File: src/rtl/fetch_control_unit.sv
// fetch_control_unit: IF-stage redirect sequencer (PCsrc/stall/kill) with return-address stack.
module fetch_control_unit #(
    parameter int KILL_CYCLES = 2,
    parameter int RAS_DEPTH   = 4,
    parameter int CNT_W       = 16
) (
    input  logic             clk,
    input  logic             reset,
    input  logic             jump_req,
    input  logic             call_req,
    input  logic             branch_taken,
    input  logic             ret_req,
    input  logic [15:0]      link_addr,
    input  logic             load_use,
    input  logic             mem_busy,
    output logic [1:0]       PCsrc,
    output logic             stall,
    output logic             kill,
    output logic [15:0]      ReturnAddress,
    output logic             ras_overflow,
    output logic             ras_underflow,
    output logic [CNT_W-1:0] redirect_cnt
);
    localparam int AW = $clog2(RAS_DEPTH);
    typedef enum logic {RUN, FLUSH} state_t;
    state_t           r_state, w_next;
    logic [2:0]       r_kill_cnt, w_kill_cnt_nxt;
    logic [15:0]      r_ras [RAS_DEPTH];
    logic [AW-1:0]    r_ptr, w_top;
    logic [AW:0]      r_count;
    logic [CNT_W-1:0] r_redirect_cnt;
    logic             r_ovf, r_unf;
    logic             w_accept, w_push, w_pop, w_full, w_empty;
    always_comb begin
        stall          = !reset && (mem_busy || load_use);
        kill           = !reset && r_state == FLUSH;
        w_accept       = !reset && !stall && r_state == RUN &&
                         (jump_req || call_req || branch_taken || ret_req);
        w_pop          = w_accept && ret_req;
        w_push         = w_accept && call_req && !ret_req && !branch_taken;
        PCsrc          = !w_accept ? 2'd0 : ret_req ? 2'd3 : branch_taken ? 2'd2 : 2'd1;
        w_full         = r_count == (AW+1)'(RAS_DEPTH);
        w_empty        = r_count == '0;
        w_top          = r_ptr - 1'b1;
        ReturnAddress  = w_empty ? 16'h0000 : r_ras[w_top];
        w_next         = r_state;
        w_kill_cnt_nxt = r_kill_cnt;
        if (w_accept) begin
            w_next         = FLUSH;
            w_kill_cnt_nxt = 3'(KILL_CYCLES);
        end else if (r_state == FLUSH && !stall) begin
            w_kill_cnt_nxt = r_kill_cnt - 3'd1;
            w_next         = r_kill_cnt == 3'd1 ? RUN : FLUSH;
        end
    end
    always_ff @(posedge clk) begin
        if (reset) begin
            r_state        <= RUN;
            r_kill_cnt     <= '0;
            r_ptr          <= '0;
            r_count        <= '0;
            r_ovf          <= 1'b0;
            r_unf          <= 1'b0;
            r_redirect_cnt <= '0;
        end else begin
            r_state        <= w_next;
            r_kill_cnt     <= w_kill_cnt_nxt;
            r_redirect_cnt <= r_redirect_cnt + CNT_W'(w_accept);
            r_ovf          <= r_ovf || (w_push && w_full);
            r_unf          <= r_unf || (w_pop && w_empty);
            // When full, r_ptr already addresses the oldest entry, so a push overwrites it.
            if (w_push) begin
                r_ptr   <= r_ptr + 1'b1;
                r_count <= w_full ? r_count : r_count + 1'b1;
            end else if (w_pop && !w_empty) begin
                r_ptr   <= w_top;
                r_count <= r_count - 1'b1;
            end
        end
    end
    always_ff @(posedge clk) begin
        if (w_push) r_ras[r_ptr] <= link_addr;
    end
    assign ras_overflow  = r_ovf;
    assign ras_underflow = r_unf;
    assign redirect_cnt  = r_redirect_cnt;
endmodule

File: config.mk
export PLATFORM = sky130hd
export DESIGN_NAME = fetch_control_unit
export DESIGN_NICKNAME = d
export VERILOG_FILES = /design/src/rtl/fetch_control_unit.sv
export SDC_FILE = /design/constraint.sdc
export NUM_CORES = 1
export LEC_CHECK = 0
export CAP_MARGIN = 20
export CORE_MARGIN = 1
export CORE_UTILIZATION = 48
export DETAILED_ROUTE_END_ITERATION = 16
export PLACE_DENSITY = 0.84
export RECOVER_POWER = 25
export SLEW_MARGIN = 20
export SYNTH_ARGS = -nofsm -noshare
export SYNTH_HDL_FRONTEND = slang
export SYNTH_SLANG_ARGS = --single-unit
export TNS_END_PERCENT = 1
File: constraint.sdc
create_clock -name clk -period 3 [get_ports clk]
set_clock_uncertainty 0.1 [all_clocks]
set_input_delay 0.45 -clock clk [delete_from_list [all_inputs] [get_ports clk]]
set_output_delay 0.45 -clock clk [all_outputs]
set_load 0.005 [all_outputs]
Word level (Yosys, flattened, before mapping). Memories as Yosys holds them, arrays and structs flattened. Index checks and enable logic that the tools add are counted.

Register bits after elaboration: 27. Bits in latches: 0. RAM bits: 64. Memory bits (read-only): 0. Input bits: 24. Output and inout bits: 38. Memories kept: 1.

Memory list: r_ras (words 4, width 16, rd ports 1, clocked after memory_dff 0, write ports 1, RTL line 28) `logic [15:0] r_ras [RAS_DEPTH];`.

Add/sub/neg operators: 6. Multipliers: 0. Divide/modulo/power cells: 0. $lt $le $gt $ge: 0. Equality and inequality tests: 3. Shifts and indexed selects: 0. Multiplexer cells: 16. Bitwise logic cells: 1. Reductions and logical operators: 29.

Operators by type and width (number): adder 16 x 1 -> 16 bit (1); 2-to-1 mux 16 bit (1); 2-to-1 mux 2 bit (7); logical AND 1 bit (13); 2-to-1 mux 3 bit (3); logical OR 1 bit (6); subtractor 3 x 1 -> 3 bit, second input constant (2); zero test 1 bit (5); 2-to-1 mux 1 bit (5); nonzero test 2 bit (2); adder 3 x 1 -> 3 bit, second input constant (1); == test 3 x 1 -> 1 bit, second input constant (1); == test 3 bit, second input constant (1); zero test 3 bit (1); adder 2 x 1 -> 2 bit, second input constant (1); inequality test 2 bit, second input constant (1); AND reduction 2 bit (1); OR reduction 2 bit (1); subtractor 2 x 1 -> 2 bit, second input constant (1); NOT 1 bit (1).

Depth between registers and ports, before layout.
Word-level depth: 11. Depth in mapped cells: 10. Depth with buffers taken out: 9.

Worst setup path after synthesis. No wires, ideal clock.

Path type: register to output. Start point: register r_ptr[0]. End point: output ReturnAddress[10]. Data arrival time: 2.649 ns. Data required time: 2.450 ns. Path slack: -0.199 ns. Stages on the path, launching flop included: 9. Path through: dfxtp_1 > clkbuf_1 > buf_2 > inv_1 > ha_1 > clkbuf_1 > clkbuf_1 > mux4_2 > nor2b_1.

Longest elaborated chain between the ends: 3.

Ends and longest elaborated chain: start, declared (RTL line 29) `logic [AW-1:0] r_ptr, w_top;`; start signal, assigned (RTL line 73) `r_ptr <= r_ptr + 1'b1;`; start signal, assigned (RTL line 76) `r_ptr <= w_top;`; subtractor 2 x 1 -> 2 bit (RTL line 44) `w_top = r_ptr - 1'b1;`; memory (4 x 16 bit); 2-to-1 mux 16 bit (RTL line 45) `ReturnAddress = w_empty ? 16'h0000 : r_ras[w_top];`; end, declared (RTL line 19) `output logic [15:0] ReturnAddress,`.

Every way passes these cells.

Worst setup path after layout.
Start point: input load_use. End point: output PCsrc[0].

Longest elaborated chain between the ends: 7.

Ends and longest elaborated chain: start, declared (RTL line 14) `input logic load_use,`; logical OR 1 bit (RTL line 35) `stall = !reset && (mem_busy || load_use);`; logical AND 1 bit (RTL line 35); zero test 1 bit (RTL line 37) `w_accept = !reset && !stall && r_state == RUN &&`; logical AND 1 bit (3 in series) (RTL line 37); 2-to-1 mux 2 bit (RTL line 41) `PCsrc = !w_accept ? 2'd0 : ret_req ? 2'd3 : branch_taken ? 2'd2 : 2'd1;`; end, declared (RTL line 16) `output logic [1:0] PCsrc,`.

Every way passes these cells.

==> flow_metrics.py <==
metrics = {
    "clocking": {
        "hold_buffers": 0,
        "h-tree-depth": 3,
        "cts_max_path_buffers": 2,
        "cts_tree": "done",
        "cts_buffers": 9,
        "cts.clk_slew.worst_paths_ps": 80,
        "clock_latency_ps": 350,
        "clock-sinks": 91,
        "cts-root-buf": "clkbuf_8",
    },
    "routing": {
        "dr.pass1.iters": 4,
        "ant_nets": 0,
        "routed_via_density": 5.19,
        "drc": 0,
        "routedWlPerCell_um": 15.0,
        "num_vias": 2316,
        "drt_iter0_markers": 175,
        "wirelength_um": 6700,
    },
    "sta": {
        "setup_tns_ps": 0,
        "clock.fmax_mhz": 344,
        "drv_slew": 0,
        "tightestPinTransition_ps": 726,
        "finalHoldViolCount": 0,
        "rsz0062_at_grt": "no",
        "relSlewSlack_pct": 51.4,
        "post-route-period-util_pct": 97.0,
        "fin_crit_ps": 2910,
        "whs_ps": 386,
        "worst_slack_ps": 89.2,
        "setup_viol": 0,
    },
    "global_routing": {
        "grt_pass1_vias": 2382,
        "grt_start_max_net_pins": 32,
        "grtUsageTotal_pct": 17.9,
        "grt_pass1_wl_um": 11300,
        "antenna_found_initial": 0,
        "overflow": 0,
    },
    "die": {
        "ios": 62,
        "coreArea_um2": 7410,
        "dieWidth_um": 90.4,
        "initial_core_util_pct": 50.7,
        "die_y_um": 90.4,
        "die-area_um2": 8180,
        "rows": 31,
    },
    "yosys": {
        "syn_area_um2": 3750,
        "synthCells": 259,
        "synth_area_per_cell_um2": 14.5,
        "yosys.area.top_type": "edfxtp_1",
        "synth_top_area_share_pct": 51.2,
        "synth_fp_nets": 292,
        "yosysWarnings": 0,
        "synth_seq_cells": 91,
        "synth.yosys.seq_area_share_pct": 65.6,
        "synthTopCellsByArea": "edfxtp_1 (51%), dfxtp_1 (14%), mux4_2 (9.6%), nor2b_1 (3.3%), ha_1 (2.7%)",
        "ys_types": 36,
    },
    "critical_path": {
        "timing.rr.start": "r_state$_SDFFE_PP0P_",
        "r2r_cells": 8,
        "r2r_end": "redirect_cnt[15]$_SDFF_PP0_",
        "r2r_slack_ps": 480,
        "crit_top_cell": "clkdlybuf4s50_1",
        "arrival_ps": 2360,
        "crit_slowest_cell": "clkdlybuf4s50_1",
        "path_class": "input port to output port",
        "crit_path_end_kind": "output port",
        "cp_max_fo": 2,
        "max_stage_delay_ps": 530,
        "critPathRequiredTime_ps": 2450,
        "crit_chain": "clkdlybuf4s50_1 -> or4_4 -> a21o_1 -> buf_4 -> a21oi_1 -> clkdlybuf4s50_1",
        "cp-start-kind": "input port",
    },
    "finish": {
        "stdcell_area_um2": 4830,
        "drive_gt1_share_pct": 16.1,
        "syn_to_final_growth_pct": 28.6,
        "final_nets": 375,
        "antenna_cells": 0,
        "final_util_pct": 65.2,
        "n_fill_cell": 537,
        "instances_no_fill": 446,
    },
    "placement": {
        "preCtsSetupSlack_ps": -85.5,
        "placed_cell_area_um2": 4610,
        "dp_hpwl_um": 4710,
        "place_congestion": 0.739,
        "io_buffers": 61,
        "dp_cells": 430,
    },
    "power": {
        "power_mw": 2.33,
        "ir_drop_uv": 370,
        "power_density_nw_per_um2": 483,
        "p_leak_nw": 1.63,
    },
    "status": {
        "status": "finished clean",
    },
    "worst_hold_path": {
        "holdPathStages": 2,
        "hp-class": "register to register",
        "min_to": "ras_overflow$_SDFF_PP0_",
        "hold_path_startpoint": "ras_overflow$_SDFF_PP0_",
    },
    "flow_run": {
        "drv_cap": 0,
    },
}
## final cells by class
cell class,count,area (um2),area share (%)
sequential,91,2460,51.0
clock inverter,7,72.6,1.50
inverter,9,33.8,0.700
tap,99,124,2.57
timing repair buffer,81,761,15.8
clock buffer,9,124,2.57
multi-input combinational,150,1250,25.9
## report_power, final
group | switching [mW] | internal (mW) | total (mW) | leakage, nW
Clock | 0.431 | 0.390 | 0.820 | 0.0981
Sequential | 0.00754 | 1.35 | 1.36 | 0.794
Combinational | 0.0664 | 0.0862 | 0.153 | 0.735
Total | 0.505 | 1.83 | 2.33 | 1.63
## worst max-delay path by stage
| stage | startpoint | end | cells past startpoint |
|---|---|---|---|
| after global placement | load_use | redirect_cnt[15]$_SDFF_PP0_ | 9 |
| after detailed placement | load_use | redirect_cnt[15]$_SDFF_PP0_ | 9 |
| final | load_use | PCsrc[0] | 6 |
| after floorplan | r_ptr[0]$_SDFFE_PP0P_ | ReturnAddress[10] | 8 |
| after CTS | r_ptr[1]$_SDFFE_PP0P_ | ReturnAddress[1] | 6 |
| after global routing | load_use | PCsrc[0] | 6 |
## what timing repair did
action,CTS,global route
endpoints found under the setup margin,5,12
gates resized for setup,1,2
pin swaps,0,0
setup buffers,0,0
## state kept, by name (all words and copies together) (netlist names)
register       count
r_ras             64
redirect_cnt      16
r_count            3
r_kill_cnt         3
r_ptr              2
r_state            1
ras_overflow       1
ras_underflow      1
## synth_stat cells
library cell and number:
a221o_1 1, ha_1 8, or2_2 1, or3b_2 1, inv_1 9, buf_1 1
nand3_1 7, mux2i_1 1, nor4_1 1, fa_1 1, o31ai_1 2, and2_1 4
xnor2_1 8, o211ai_1 1, a31oi_1 2, xor2_1 8, o21a_1 1, nor2b_1 20
dfxtp_1 27, nand2_1 7, o21ai_0 3, or3_1 3, buf_2 2, and3_1 1
nand4_1 3, nand3b_1 2, edfxtp_1 64, nand2b_1 1, and4_1 1, mux4_2 16
a21o_1 4, nor3_1 8, a21oi_1 7, nor2_1 24, or4_1 3, clkbuf_1 6
## kinds of logic after synthesis
family                   count (synthesis)  synth area share (%)
XOR/XNOR                                16                  3.73
buffers and inverters                   18                  1.87
AO/OA/AOI/OAI                           21                  3.53
multiplexers                            17                  9.86
AND/OR/NAND/NOR                         87                  12.2
adder cells (fa/ha/maj)                  9                  3.20
flip-flops                              91                  65.6
## worst max-delay path, delay by kind of cell
family | cells | cell delay, ps
simple gates | 1 | 520
buf+inv | 3 | 1080
compound gates | 2 | 300
## cell usage in the layout (no fill, tap or decap), types with 4 or more instances in the layout
master,instances
edfxtp_1,64
clkdlybuf4s50_1,49
dfxtp_1,27
nor2_1,24
nor2b_1,20
buf_4,20
mux4_2,16
dlygate4sd3_1,12
inv_1,9
clkbuf_8,9
xor2_1,8
xnor2_1,8
a21oi_1,7
nand2_1,7
nand3_1,7
nor3_1,7
ha_1,7
a21o_1,4
and2_1,4
## metal layers
layer	GRT usage, %	vias up	share of wire, %
li1	-	1119	-
met1	22.2	1127	43
met2	29.9	59	51
met3	4.71	11	4.1
met4	7.26	0	1.5
met5	0	-	0
Note: power is estimated with default switching activity, not from simulation.
